File: config.mk
export PLATFORM = sky130hd
export DESIGN_NAME = mem_port_arbiter_flat
export DESIGN_NICKNAME = d
export VERILOG_FILES = /design/src/rtl/mem_arb_pkg.sv /design/src/rtl/mem_port_arbiter_if.sv /design/src/rtl/mem_arb_select.sv /design/src/rtl/mem_port_arbiter.sv /design/src/flat_wrapper.sv
export SDC_FILE = /design/constraint.sdc
export NUM_CORES = 1
export LEC_CHECK = 0
export CORE_MARGIN = 5
export CORE_UTILIZATION = 42
export CTS_CLUSTER_DIAMETER = 40
export DETAILED_ROUTE_END_ITERATION = 10
export PLACE_DENSITY_LB_ADDON = 0.15
export SKIP_CTS_REPAIR_TIMING = 1
export SYNTH_ARGS = -nofsm -noshare
export SYNTH_HDL_FRONTEND = slang
export SYNTH_HIERARCHICAL = 1
export SYNTH_SLANG_ARGS = --single-unit
File: constraint.sdc
create_clock -name CLK -period 11.4 [get_ports CLK]
set_input_delay 2.85 -clock CLK [delete_from_list [all_inputs] [get_ports CLK]]
set_output_delay 2.85 -clock CLK [all_outputs]
set_load 0.05 [all_outputs]
File: src/rtl/mem_arb_pkg.sv
// Shared encodings for the unified-memory port arbiter: FSM states, owner IDs and
// the byte-to-word address shift.
package mem_arb_pkg;

    localparam logic [1:0] IDLE  = 2'd0;
    localparam logic [1:0] ISSUE = 2'd1;
    localparam logic [1:0] WAIT  = 2'd2;

    localparam logic OWN_I = 1'b0;
    localparam logic OWN_D = 1'b1;

    localparam int unsigned WORD_SHIFT = 2;

endpackage

File: src/rtl/mem_port_arbiter_if.sv
// Request/response and memory-side signals of the port arbiter.
// The slave modport is the arbiter; master is the requesters plus the memory.
interface mem_port_arbiter_if #(
    parameter int unsigned ADDR_W = 6,
    parameter int unsigned XLEN   = 32
);

    logic              IReq;
    logic [XLEN-1:0]   IAddr;
    logic              IValid;
    logic [XLEN-1:0]   IRData;
    logic              DReq;
    logic              DWe;
    logic [XLEN-1:0]   DAddr;
    logic [XLEN-1:0]   DWData;
    logic              DValid;
    logic [XLEN-1:0]   DRData;
    logic              MemWE;
    logic [ADDR_W-1:0] MemAddr;
    logic [XLEN-1:0]   MemWData;
    logic [XLEN-1:0]   MemRData;
    logic              Busy;

    modport slave (
        input  IReq, IAddr, DReq, DWe, DAddr, DWData, MemRData,
        output IValid, IRData, DValid, DRData, MemWE, MemAddr, MemWData, Busy
    );

    modport master (
        output IReq, IAddr, DReq, DWe, DAddr, DWData, MemRData,
        input  IValid, IRData, DValid, DRData, MemWE, MemAddr, MemWData, Busy
    );

endinterface

File: src/rtl/mem_arb_select.sv
// Combinational winner selection between fetch and data requests.
// ARB_ROUND_ROBIN_EN: contention goes to the requester not served last.
module mem_arb_select
    import mem_arb_pkg::*;
(
    input  logic ireq,
    input  logic dreq,
`ifdef ARB_ROUND_ROBIN_EN
    input  logic last_owner,
`endif
    output logic owner
);

    always_comb begin
        owner = OWN_I;
`ifdef ARB_ROUND_ROBIN_EN
        if (ireq && dreq) begin
            owner = ~last_owner;
        end else if (dreq) begin
            owner = OWN_D;
        end
`else
        if (dreq) begin
            owner = OWN_D;
        end
`endif
    end

endmodule

File: src/rtl/mem_port_arbiter.sv
// Serialises fetch and load/store accesses onto one single-port memory, one access
// per three cycles. Optional ARB_ROUND_ROBIN_EN alternates owners under contention.
module mem_port_arbiter
    import mem_arb_pkg::*;
#(
    parameter int unsigned ADDR_W = 6,
    parameter int unsigned XLEN   = 32
) (
    input logic               CLK,
    input logic               RESET,
    mem_port_arbiter_if.slave bus
);

    localparam int unsigned AddrHi = ADDR_W + WORD_SHIFT - 1;

    logic [1:0] state;
    logic       owner;
    logic       is_store;
    logic       win;

`ifdef ARB_ROUND_ROBIN_EN
    logic       last_owner;
`endif

    mem_arb_select u_select (
        .ireq       (bus.IReq),
        .dreq       (bus.DReq),
`ifdef ARB_ROUND_ROBIN_EN
        .last_owner (last_owner),
`endif
        .owner      (win)
    );

    // Byte-lane and above-depth address bits are deliberately discarded.
    logic unused_addr_bits;
    assign unused_addr_bits = ^{bus.IAddr[XLEN-1:AddrHi+1], bus.IAddr[WORD_SHIFT-1:0],
                                bus.DAddr[XLEN-1:AddrHi+1], bus.DAddr[WORD_SHIFT-1:0]};

    assign bus.Busy = (state != IDLE);

    always_ff @(posedge CLK or posedge RESET) begin
        if (RESET) begin
            state        <= IDLE;
            owner        <= OWN_I;
            is_store     <= 1'b0;
            bus.IValid   <= 1'b0;
            bus.DValid   <= 1'b0;
            bus.MemWE    <= 1'b0;
            bus.MemAddr  <= '0;
            bus.MemWData <= '0;
            bus.IRData   <= '0;
            bus.DRData   <= '0;
`ifdef ARB_ROUND_ROBIN_EN
            last_owner   <= OWN_I;
`endif
        end else begin
            bus.IValid <= 1'b0;
            bus.DValid <= 1'b0;
            case (state)
                IDLE: begin
                    if (bus.IReq || bus.DReq) begin
                        owner        <= win;
                        is_store     <= (win == OWN_D) && bus.DWe;
                        bus.MemWE    <= (win == OWN_D) && bus.DWe;
                        bus.MemWData <= bus.DWData;
                        bus.MemAddr  <= (win == OWN_D) ? bus.DAddr[AddrHi:WORD_SHIFT]
                                                       : bus.IAddr[AddrHi:WORD_SHIFT];
                        state        <= ISSUE;
                    end
                end
                ISSUE: begin
                    bus.MemWE <= 1'b0;
                    state     <= WAIT;
                end
                WAIT: begin
                    if (owner == OWN_I) begin
                        bus.IRData <= bus.MemRData;
                        bus.IValid <= 1'b1;
                    end else begin
                        if (!is_store) begin
                            bus.DRData <= bus.MemRData;
                        end
                        bus.DValid <= 1'b1;
                    end
`ifdef ARB_ROUND_ROBIN_EN
                    last_owner <= owner;
`endif
                    state <= IDLE;
                end
                default: begin
                    state <= IDLE;
                end
            endcase
        end
    end

endmodule

File: src/flat_wrapper.sv
// flat-port wrapper written by rule: the top's interface ports become plain ports
module mem_port_arbiter_flat import mem_arb_pkg::*;
#(
    parameter int unsigned ADDR_W = 6,
    parameter int unsigned XLEN   = 32
)
  (CLK, RESET, bus_IReq, bus_IAddr, bus_DReq, bus_DWe, bus_DAddr, bus_DWData, bus_MemRData, bus_IValid, bus_IRData, bus_DValid, bus_DRData, bus_MemWE, bus_MemAddr, bus_MemWData, bus_Busy);
  mem_port_arbiter_if #(.ADDR_W(ADDR_W), .XLEN(XLEN)) bus_i ();
  input logic CLK;
  input logic RESET;
  input wire logic [$bits(bus_i.IReq)-1:0] bus_IReq;
  input wire logic [$bits(bus_i.IAddr)-1:0] bus_IAddr;
  input wire logic [$bits(bus_i.DReq)-1:0] bus_DReq;
  input wire logic [$bits(bus_i.DWe)-1:0] bus_DWe;
  input wire logic [$bits(bus_i.DAddr)-1:0] bus_DAddr;
  input wire logic [$bits(bus_i.DWData)-1:0] bus_DWData;
  input wire logic [$bits(bus_i.MemRData)-1:0] bus_MemRData;
  output wire logic [$bits(bus_i.IValid)-1:0] bus_IValid;
  output wire logic [$bits(bus_i.IRData)-1:0] bus_IRData;
  output wire logic [$bits(bus_i.DValid)-1:0] bus_DValid;
  output wire logic [$bits(bus_i.DRData)-1:0] bus_DRData;
  output wire logic [$bits(bus_i.MemWE)-1:0] bus_MemWE;
  output wire logic [$bits(bus_i.MemAddr)-1:0] bus_MemAddr;
  output wire logic [$bits(bus_i.MemWData)-1:0] bus_MemWData;
  output wire logic [$bits(bus_i.Busy)-1:0] bus_Busy;
  assign bus_i.IReq = bus_IReq;
  assign bus_i.IAddr = bus_IAddr;
  assign bus_i.DReq = bus_DReq;
  assign bus_i.DWe = bus_DWe;
  assign bus_i.DAddr = bus_DAddr;
  assign bus_i.DWData = bus_DWData;
  assign bus_i.MemRData = bus_MemRData;
  assign bus_IValid = bus_i.IValid;
  assign bus_IRData = bus_i.IRData;
  assign bus_DValid = bus_i.DValid;
  assign bus_DRData = bus_i.DRData;
  assign bus_MemWE = bus_i.MemWE;
  assign bus_MemAddr = bus_i.MemAddr;
  assign bus_MemWData = bus_i.MemWData;
  assign bus_Busy = bus_i.Busy;
  mem_port_arbiter #(.ADDR_W(ADDR_W), .XLEN(XLEN)) u_core (.CLK(CLK), .RESET(RESET), .bus(bus_i));
endmodule
# Yosys cells after proc, flatten, opt, wreduce, memory -nomap -nowiden

Cells that the tools add are included.

Register bits: 109
Latch bits: 0
RAM bits: 0
Memory bits (read-only): 0
Input port bits: 133
Word-level logic and storage cells: 34
Memories: 0

$add $sub $neg: 0
$mul: 0
Div/mod/pow operators: 0
$lt $le $gt $ge: 0
Equality and inequality tests: 3
Shift operators: 0
Mux-type cells: 10
Bitwise gates (word level): 2
Reduce and logical (&&, ||, !) cells: 9

Operators by type and width:

| cell               | number |
|---|---|
| $mux 1             | 6 |
| $mux 6             | 1 |
| $reduce_and 2->1   | 3 |
| $pmux 2 s2         | 1 |
| $reduce_bool 2->1  | 2 |
| $reduce_and 3->1   | 1 |
| $eq 2x1->1 const B | 1 |
| $eq 2x2->1 const B | 1 |
| $logic_not 2->1    | 1 |
| $mux 2             | 1 |
| $ne 2x1->1 const B | 1 |
| $not 1->1          | 2 |
| $pmux 1 s2         | 1 |
| $logic_and 1x1->1  | 1 |
| $logic_or 1x1->1   | 1 |

# Depth between registers and ports, before layout

Gate-level depths: netlist (run 1).

Depth in word-level cells: 4
Gate-level depth with buffers: 7
Gate-level depth less buffers: 4

# Modules after synthesis

Netlist (run 1), hierarchy kept.

By module, submodules not included:

| module           | instances | cells each | area each (µm²) |
|---|---|---|---|
| mem_port_arbiter | 1         | 251        | 4270.3 |
| mem_arb_select   | 1         | 1          | 7.5 |

# Least setup slack after synthesis (run 1)

No wires, ideal clock.

Kind: input -> register
Start: in bus_DReq
End: reg u_core.bus.MemWData[0]
Library setup time: 125 ps
Arrival: 3849 ps
Setup slack: 7426 ps
Stages on the path: 6
Cell sequence: nor2_1 or2_1 buf_6 inv_8 buf_12 mux2_4

Cells in the longest elaborated chain, start to end: 2

RTL lines:

| element                    | line                      | RTL |
|---|---|---|
| from (decl)                | flat_wrapper.sv:13        | `input wire logic [$bits(bus_i.DReq)-1:0] bus_DReq;` |
| $logic_or 1x1->1           | mem_port_arbiter.sv:61    | `if (bus.IReq \|\| bus.DReq) begin` |
| $reduce_and 2->1 (no line) | -                         |  |
| to (signal assigned)       | mem_port_arbiter.sv:65    | `bus.MemWData <= bus.DWData;` |
| to (decl)                  | mem_port_arbiter_if.sv:26 | `output IValid, IRData, DValid, DRData, MemWE, MemAddr, MemWData, Busy` |

No other way between the ends.
A chain may end at the register's enable or synchronous reset.

# Worst setup path in the final report (run 1)

Start: reg u_core.state[0]
End: out bus_Busy

Cells in the longest elaborated chain, start to end: 1

RTL lines:

| element                | line                   | RTL |
|---|---|---|
| from (decl)            | mem_port_arbiter.sv:16 | `logic [1:0] state;` |
| from (signal assigned) | mem_port_arbiter.sv:43 | `state <= IDLE;` |
| from (signal assigned) | mem_port_arbiter.sv:68 | `state <= ISSUE;` |
| from (signal assigned) | mem_port_arbiter.sv:73 | `state <= WAIT;` |
| $reduce_bool 2->1      | mem_port_arbiter.sv:39 | `assign bus.Busy = (state != IDLE);` |
| to (decl)              | flat_wrapper.sv:25     | `output wire logic [$bits(bus_i.Busy)-1:0] bus_Busy;` |

No other way between the ends.

==> results of run 1 <==
## worst register-to-register path: stages (launching register included)
cell and delay (ns):
dfrtp_1 0.44, or2_1 0.33, or2_1 0.45, inv_8 0.33, mux2_2 0.39
## metal layers
layer  share of wire (%)  GRT usage [%]  routed length (um)
met1                  44           19.1                4180
met2                  45           25.4                4330
met4                 1.1           4.93                 101
met5                   0              0                   0
met3                  10           6.99                 961
## cell usage after synthesis, drive strengths merged
master,number,share of area (%)
nor3,1,0.12
or2,2,0.29
mux2i,6,1.4
nand2,1,0.088
buf,12,2.8
and2b,1,0.20
clkbuf,2,0.18
o21ai,12,1.4
and3b,1,0.23
dfrtp,109,64
inv,2,0.35
mux2,97,28
nor2b,2,0.29
nor2,1,0.088
nor3b,1,0.29
a21o,2,0.41
## registers in the layout (all words and copies together), names as in the netlist
| name | cells |
|---|---|
| u_core/is_store | 1 |
| u_core/bus.MemWData | 32 |
| u_core/owner | 1 |
| u_core/bus.DRData | 32 |
| u_core/bus.MemWE | 1 |
| u_core/bus.IValid | 1 |
| u_core/bus.IRData | 32 |
| u_core/state | 2 |
| u_core/bus.DValid | 1 |
| u_core/bus.MemAddr | 6 |
## metrics by stage
stage	util, %	instance area (um2)	worst slack (ns)
floorplan	-	4280	5.68
global placement	63.0	6210	6.31
detailed placement	63.0	6210	6.31
CTS	65.1	6420	6.60
global route	65.1	6420	6.50
finish	65.1	6420	6.62
## logic make-up (layout without fill, tap and decap cells)
logic type             after synthesis  count (layout)  synth area share [%]
flip-flops                         109             109                  63.8
AO/OA/AOI/OAI                       14              14                  1.81
multiplexers                       103             103                  29.5
AND/OR/NAND/NOR                     10              10                  1.61
buffers and inverters               16             206                  3.33
## area by class of cell
| type | instances | area [um2] |
|---|---|---|
| tap | 133 | 166 |
| clock inverter | 5 | 67.6 |
| sequential | 109 | 2730 |
| clock buffer | 11 | 141 |
| timing repair buffer | 188 | 1880 |
| multi-input combinational | 127 | 1420 |
| fill | 747 | 3450 |
| inverter | 2 | 17.5 |
## placed cells by master, fill, tap and decap left out, drive strengths merged, types with 2 or more instances in the layout
| cell | count |
|---|---|
| dfrtp | 109 |
| clkbuf | 11 |
| mux2i | 6 |
| inv | 4 |
| clkdlybuf4s50 | 186 |
| a21o | 2 |
| clkinv | 2 |
| buf | 2 |
| mux2 | 97 |
| o21ai | 12 |
| or2 | 2 |
| nor2b | 2 |
## how the worst max path moves through the flow
stage                                               end  slack [ns]  cells after the start
CTS                                            bus_Busy        6.60                      2
finish                                         bus_Busy        6.62                      2
global route                                   bus_Busy        6.50                      2
floorplan              u_core/bus.DRData[0]$_DFFE_PP0P_        5.68                      1
detailed placement  u_core/bus.MemWData[17]$_DFFE_PP0P_        6.31                      5
global placement     u_core/bus.MemWData[5]$_DFFE_PP0P_        6.31                      5
==> impl_metrics.ini, run 1 <==
[global_routing]
overflow = 0
grt_usage_pct = 15.8
grt_max_degree = 62
grt_pass1_vias = 3072
grt_pass1_wl_um = 15600
antenna_found_initial = 0

[timing]
setup_violations = 0
clock_skew_ns = 0.0127
fin_crit_sh_pct = 41.9
drv_slew = 0
hold_viol_final = 0
tns_ns = 0
fmax_mhz = 209
slew_headroom_pct = 35.2
hold_ws_ns = 0.495
rsz0062_at_grt = false
post-route-min-period_ns = 4.78
worst_slew_pin_slew_ns = 0.970

[floorplan]
num_rows = 36
initial_core_util_pct = 43.4
dieArea_um2 = 12300
fp.dieH_um = 111
coreArea_um2 = 9860
ios = 239
dieWidth_um = 111

[layout]
fin_cells = 575
antenna_cells = 0
drive_gt1_share_pct = 27.1
syn2layout_area_growth_pct = 50.0
final_nets = 570

[clock_network]
insertion_delay_ns = 0.36
cts.reportedPaths.clkPinSlew_ns = 0.10
cts_root_buf = clkbuf_8
cts.path.max_buffers = 2
cts.sinks = 109
cts_buffers = 9
cts_tree = done
htreeDepth = 3

[yosys]
yosysUniqueCellTypes = 22
syn_inst = 252
avgSynthCellArea_um2 = 17.0
ys_seq_elements = 109
synth_area_um2 = 4280
ys_warn_count = 6
yosysSeqAreaShare_pct = 63.8
syn_nets = 385

[critical_path]
critPathKind = reg -> out
cp_data_required_time_ns = 8.55
worst-path-buf-inv = 1
worstPathCellList = or2_1 > clkdlybuf4s50_1
startpoint = u_core/state[0]$_DFFE_PP0P_
slowest_stage = clkdlybuf4s50_1
critPathTopFamily = buffers and inverters
worstReg2RegEnd = u_core/bus.MemWData[20]$_DFFE_PP0P_
ff2ff_setup_slack_ns = 9.36
path_max_fanout = 9
max_stage_delay_ns = 0.87
r2r_cells = 4
crit_path_start_kind = flop
r2r_start = u_core/state[0]$_DFFE_PP0P_
endpoint_kind = output port
cp.arrival_ns = 1.93

[drt]
routed_wirelength_um = 9570
viasPerCell = 4.72
dr.pass1.iters = 4
antenna_left = 0
wl_per_cell_um = 16.6
drtIter0Drc = 66
vias = 2716
drc = 0

[placed_design]
dp_hpwl_um = 6970
dp.cells = 559
gp_congestion = 0.735
portBuffers = 186

[hold_path]
hold_path_end = u_core/bus.DRData[24]$_DFFE_PP0P_
hp-start = u_core/bus.DRData[24]$_DFFE_PP0P_
hold_depth = 1
hp-class = reg -> reg

[run_status]
status = complete, no violations

[run]
maxCapViolations = 0
Power of run 1 is not shown: default switching activity piles up to over one toggle a cycle in this logic, so the estimate is an artifact.
==> run 2, diff against run 1 <==
--- a/config.mk
+++ b/config.mk
@@ -6,7 +6,7 @@
 export NUM_CORES = 1
 export LEC_CHECK = 0
 export CORE_MARGIN = 5
-export CORE_UTILIZATION = 42
+export CORE_UTILIZATION = 39
 export CTS_CLUSTER_DIAMETER = 40
 export DETAILED_ROUTE_END_ITERATION = 10
 export PLACE_DENSITY_LB_ADDON = 0.15
==> constraint.sdc (replaced) <==
create_clock -name CLK -period 5 [get_ports CLK]
set_input_delay 1.25 -clock CLK [delete_from_list [all_inputs] [get_ports CLK]]
set_output_delay 1.25 -clock CLK [all_outputs]
set_load 0.05 [all_outputs]
==> run 2 against run 1 <==
  * Clock skew decreased by 0.0046 ns
  * Die area grew 7.0%
  * Worst setup slack worse by 4.8 ns
  * Global-route usage shrank 0.67 points
  * Critical path depth did not move
  * Sequential share of layout area barely moved
  * Sequential cell count did not move
  * Worst hold slack got worse by 0.0023 ns
  * Count of clock-buffer cells in the layout up 3
  * First-iteration DRC count rose by 45%
  * Non-clock buffer count is 1 higher
  * Cell count up 1.4%
  * Critical path type unchanged
  * Highest routed layer unchanged
==> impl_metrics.ini, run 2 (synthesized netlist as in run 1, its figures left out) <==
[global_routing]
overflow = 0
grt_use_met2_pct = 23.5
grt_pass1_vias = 3032
grt_usage_pct = 15.1
use_met3_pct = 6.68
top_usage_layer = met2
grt_max_degree = 41
met1_usage_pct = 18.4
grt_pass1_wl_um = 15600
antenna_found_initial = 0

[timing]
fmax_mhz = 317
tns_ns = 0
hold_viol_final = 0
rsz0062_at_grt = false
slew_headroom_pct = 33.9
setup_violations = 0
post-route-min-period_ns = 3.15
drv_slew = 0
fin_crit_sh_pct = 63.1
worst_slew_pin_slew_ns = 0.989
clock_skew_ns = 0.00802

[drt]
routed_wirelength_um = 9820
antenna_left = 0
drtIter0Drc = 96
vias = 2715
viasPerCell = 4.66
dr.pass1.iters = 4
wl_per_cell_um = 16.8
drc = 0

[clock_network]
cts_root_buf = clkbuf_8
insertion_delay_ns = 0.35
cts_buffers = 9
htreeDepth = 3
cts_tree = done
cts.path.max_buffers = 2
cts.sinks = 109
cts.reportedPaths.clkPinSlew_ns = 0.10

[floorplan]
dieWidth_um = 115
initial_core_util_pct = 39.6
dieArea_um2 = 13200
num_rows = 38
coreArea_um2 = 10800
fp.dieH_um = 115
ios = 239

[hold_path]
hp-start = u_core/bus.DRData[24]$_DFFE_PP0P_
hp-class = reg -> reg

[placed_design]
portBuffers = 186
dp_hpwl_um = 7180
gp_congestion = 0.732

[critical_path]
path_max_fanout = 9
endpoint_kind = output port
crit_path_start_kind = flop
startpoint = u_core/state[0]$_DFFE_PP0P_
r2r_start = u_core/state[0]$_DFFE_PP0P_
cp_data_required_time_ns = 3.75
cp.arrival_ns = 1.90
critPathKind = reg -> out

[layout]
drive_gt1_share_pct = 27.3
final_cell_mix = 186 x clkdlybuf4s50_1, 109 x dfrtp_1, 66 x mux2_2, 29 x mux2_4, 13 x clkbuf_8
reg.largest.list = u_core/bus.DRData: 32 flops, u_core/bus.IRData: 32 flops, u_core/bus.MemWData: 32 flops
syn2layout_area_growth_pct = 50.2
antenna_cells = 0
final_common_cell = clkdlybuf4s50_1
final_nets = 571

[run]
maxCapViolations = 0

[run_status]
status = complete, no violations
==> run 2: changes by cell type in the layout (fill, tap and decap cells not counted), sizes merged <==
cell and change:
buf +1, inv -2, clkinvlp +2, bufinv -1, clkinv -2, clkbuf +3
==> run 2: final cells by class <==
class | instances | area [um2]
Fill cell | 889 | 4370
Sequential cell | 109 | 2730
Timing Repair Buffer | 189 | 1880
Multi-Input combinational cell | 127 | 1420
Clock buffer | 14 | 183
Tap cell | 140 | 175
Inverter | 2 | 17.5
Clock inverter | 2 | 15.0
==> run 2: worst max-delay path: stages (launching register included) <==
cell,delay [ns]
dfrtp_1,0.42
or2_1,0.26
clkdlybuf4s50_1,0.86
==> run 2: metrics by stage <==
step / hold slack [ns] / std cells / utilization (%) / setup WS [ns] / instance area (um2)
4_1_cts: 0.497 / 583 / 59.5 / 1.81 / 6420
3_5_place_dp: 0.474 / 567 / 57.7 / 1.48 / 6230
5_1_grt: 0.520 / 583 / 59.5 / 1.72 / 6420
2_1_floorplan: 0.458 / 252 / - / 0.876 / 4280
6_report: 0.493 / 583 / 59.5 / 1.85 / 6420
3_3_place_gp: 0.467 / 567 / 57.7 / 1.50 / 6230
==> run 2: path summary, 6_finish.rpt <==
| path | endpoint | cells past startpoint | slack [ns] |
|---|---|---|---|
| max | bus_Busy | 2 | 1.85 |
| min | u_core/bus.DRData[24]$_DFFE_PP0P_ | 1 | 0.49 |
| max reg2reg | u_core/bus.DRData[18]$_DFFE_PP0P_ | 3 | 2.96 |
| min reg2reg | u_core/bus.DRData[24]$_DFFE_PP0P_ | 1 | 0.49 |
| max in group asynchronous | u_core/bus.IRData[13]$_DFFE_PP0P_ | 3 | 2.88 |
| min in group asynchronous | u_core/bus.MemWData[20]$_DFFE_PP0P_ | 2 | 1.26 |
==> run 2: routing by layer <==
layer	part of all wire [%]	vias up	wire length, um
met2	45	125	4450
met5	0	-	0
met4	2.2	0	220
met3	12	16	1130
met1	41	1326	4010
li1	-	1248	-
Power of run 2 is left out for the same reason.
==> run 3, diff against run 2 <==
--- a/config.mk
+++ b/config.mk
@@ -6,7 +6,7 @@
 export NUM_CORES = 1
 export LEC_CHECK = 0
 export CORE_MARGIN = 5
-export CORE_UTILIZATION = 39
+export CORE_UTILIZATION = 35
 export CTS_CLUSTER_DIAMETER = 40
 export DETAILED_ROUTE_END_ITERATION = 10
 export PLACE_DENSITY_LB_ADDON = 0.15
==> constraint.sdc (replaced) <==
create_clock -name CLK -period 2.7 [get_ports CLK]
set_input_delay 0.675 -clock CLK [delete_from_list [all_inputs] [get_ports CLK]]
set_output_delay 0.675 -clock CLK [all_outputs]
set_load 0.05 [all_outputs]
==> run 3 against run 2 <==
  * Register-to-register slack lost 2.1 ns
  * Highest routed layer unchanged
  * Clock skew shrank 0.0030 ns
  * Worst setup slack lost 1.7 ns
  * Non-clock buffer count grew 4
  * Die area grew 10%
==> impl_metrics.ini, run 3 (synthesized netlist as in run 1, its figures left out) <==
[layout]
multi_input_area_um2 = 1420
regArea_um2 = 2730
final_nets = 575
syn2layout_area_growth_pct = 54.3
antenna_cells = 0
drive_gt1_share_pct = 28.2
final_common_cell = clkdlybuf4s50_1
fillers = 1039
reg.largest.list = u_core/bus.DRData: 32 flops, u_core/bus.IRData: 32 flops, u_core/bus.MemWData: 32 flops
final_cell_mix = 186 x clkdlybuf4s50_1, 109 x dfrtp_1, 66 x mux2_2, 29 x mux2_4, 12 x o21ai_0

[global_routing]
grt_pass1_wl_um = 15900
grt_pass1_vias = 3062
antenna_found_initial = 0
overflow = 0
grt_usage_pct = 13.9
grt_max_degree = 59

[drt]
wl_per_cell_um = 16.5
dr.pass1.iters = 3
drc = 0
vias = 2722
antenna_left = 0
drtIter0Drc = 116
viasPerCell = 4.58
routed_wirelength_um = 9790

[hold_path]
hp-class = reg -> reg
hp-start = u_core/bus.DRData[24]$_DFFE_PP0P_

[critical_path]
path_max_fanout = 9
crit_path_start_kind = flop
cp_data_required_time_ns = 2.03
r2r_start = u_core/state[0]$_DFFE_PP0P_
endpoint_kind = output port
startpoint = u_core/state[0]$_DFFE_PP0P_
critPathKind = reg -> out
cp.arrival_ns = 1.89

[placed_design]
dp_hpwl_um = 7190
portBuffers = 186
dp_slack_ns = 0.302
gp_congestion = 0.672

[timing]
tns_ns = 0
worst_slew_pin_slew_ns = 0.635
fin_crit_sh_pct = 94.9
postLayoutSetupSlackWorst_ns = 0.138
rsz0062_at_grt = false
hold_viol_final = 0
setup_violations = 0
drv_slew = 0
fmax_mhz = 390
clock_skew_ns = 0.00505
post-route-min-period_ns = 2.56
slew_headroom_pct = 57.7

[clock_network]
cts.reportedPaths.clkPinSlew_ns = 0.07
cts_root_buf = clkbuf_16
cts_tree = done
cts_buffers = 9
htreeDepth = 3
insertion_delay_ns = 0.33
cts.sinks = 109
cts.path.max_buffers = 2

[floorplan]
ios = 239
initial_core_util_pct = 35.6
num_rows = 40
fp.dieH_um = 121
dieWidth_um = 121
coreArea_um2 = 12000
dieArea_um2 = 14500

[run_status]
status = complete, no violations

[run]
maxCapViolations = 0
-- run 3: routing by layer --
layer  routed length [um]  global-route usage, %
met5                    0                      0
met4                  133                   4.89
met3                  979                   6.17
met2                 4490                   21.3
met1                 4190                   17.4
-- run 3: worst paths after layout --
kind	end	depth (start not counted)	slack, ns
min	u_core/bus.DRData[24]$_DFFE_PP0P_	1	0.49
max reg2reg	u_core/bus.MemWData[22]$_DFFE_PP0P_	4	0.84
max in group asynchronous	u_core/bus.IRData[15]$_DFFE_PP0P_	3	1.35
max	bus_Busy	2	0.14
min in group asynchronous	u_core/bus.MemWData[21]$_DFFE_PP0P_	3	0.77
min reg2reg	u_core/bus.DRData[24]$_DFFE_PP0P_	1	0.49
-- run 3: through the flow --
| stage | hold WS (ns) | cells | util (%) | area [um2] |
|---|---|---|---|---|
| floorplan | 0.458 | 252 | - | 4280 |
| global placement | 0.468 | 578 | 52.4 | 6290 |
| detailed placement | 0.478 | 578 | 52.4 | 6290 |
| CTS | 0.493 | 594 | 55.0 | 6600 |
| global route | 0.519 | 594 | 55.0 | 6600 |
| finish | 0.488 | 594 | 55.0 | 6600 |
-- run 3: cell type report --
class | count | share of cell area (%)
multi-input cells | 127 | 21.5
clock inverters | 4 | 0.682
repair buffers | 193 | 29.4
flip-flops and latches | 109 | 41.3
well taps | 147 | 2.79
inverters | 2 | 0.284
clock buffers | 12 | 4.04
-- run 3: critical path, stage by stage, from the launching register on --
cell and delay (ns):
dfrtp_1 0.41, or2_1 0.28, clkdlybuf4s50_1 0.87
Power of run 3 is left out for the same reason.
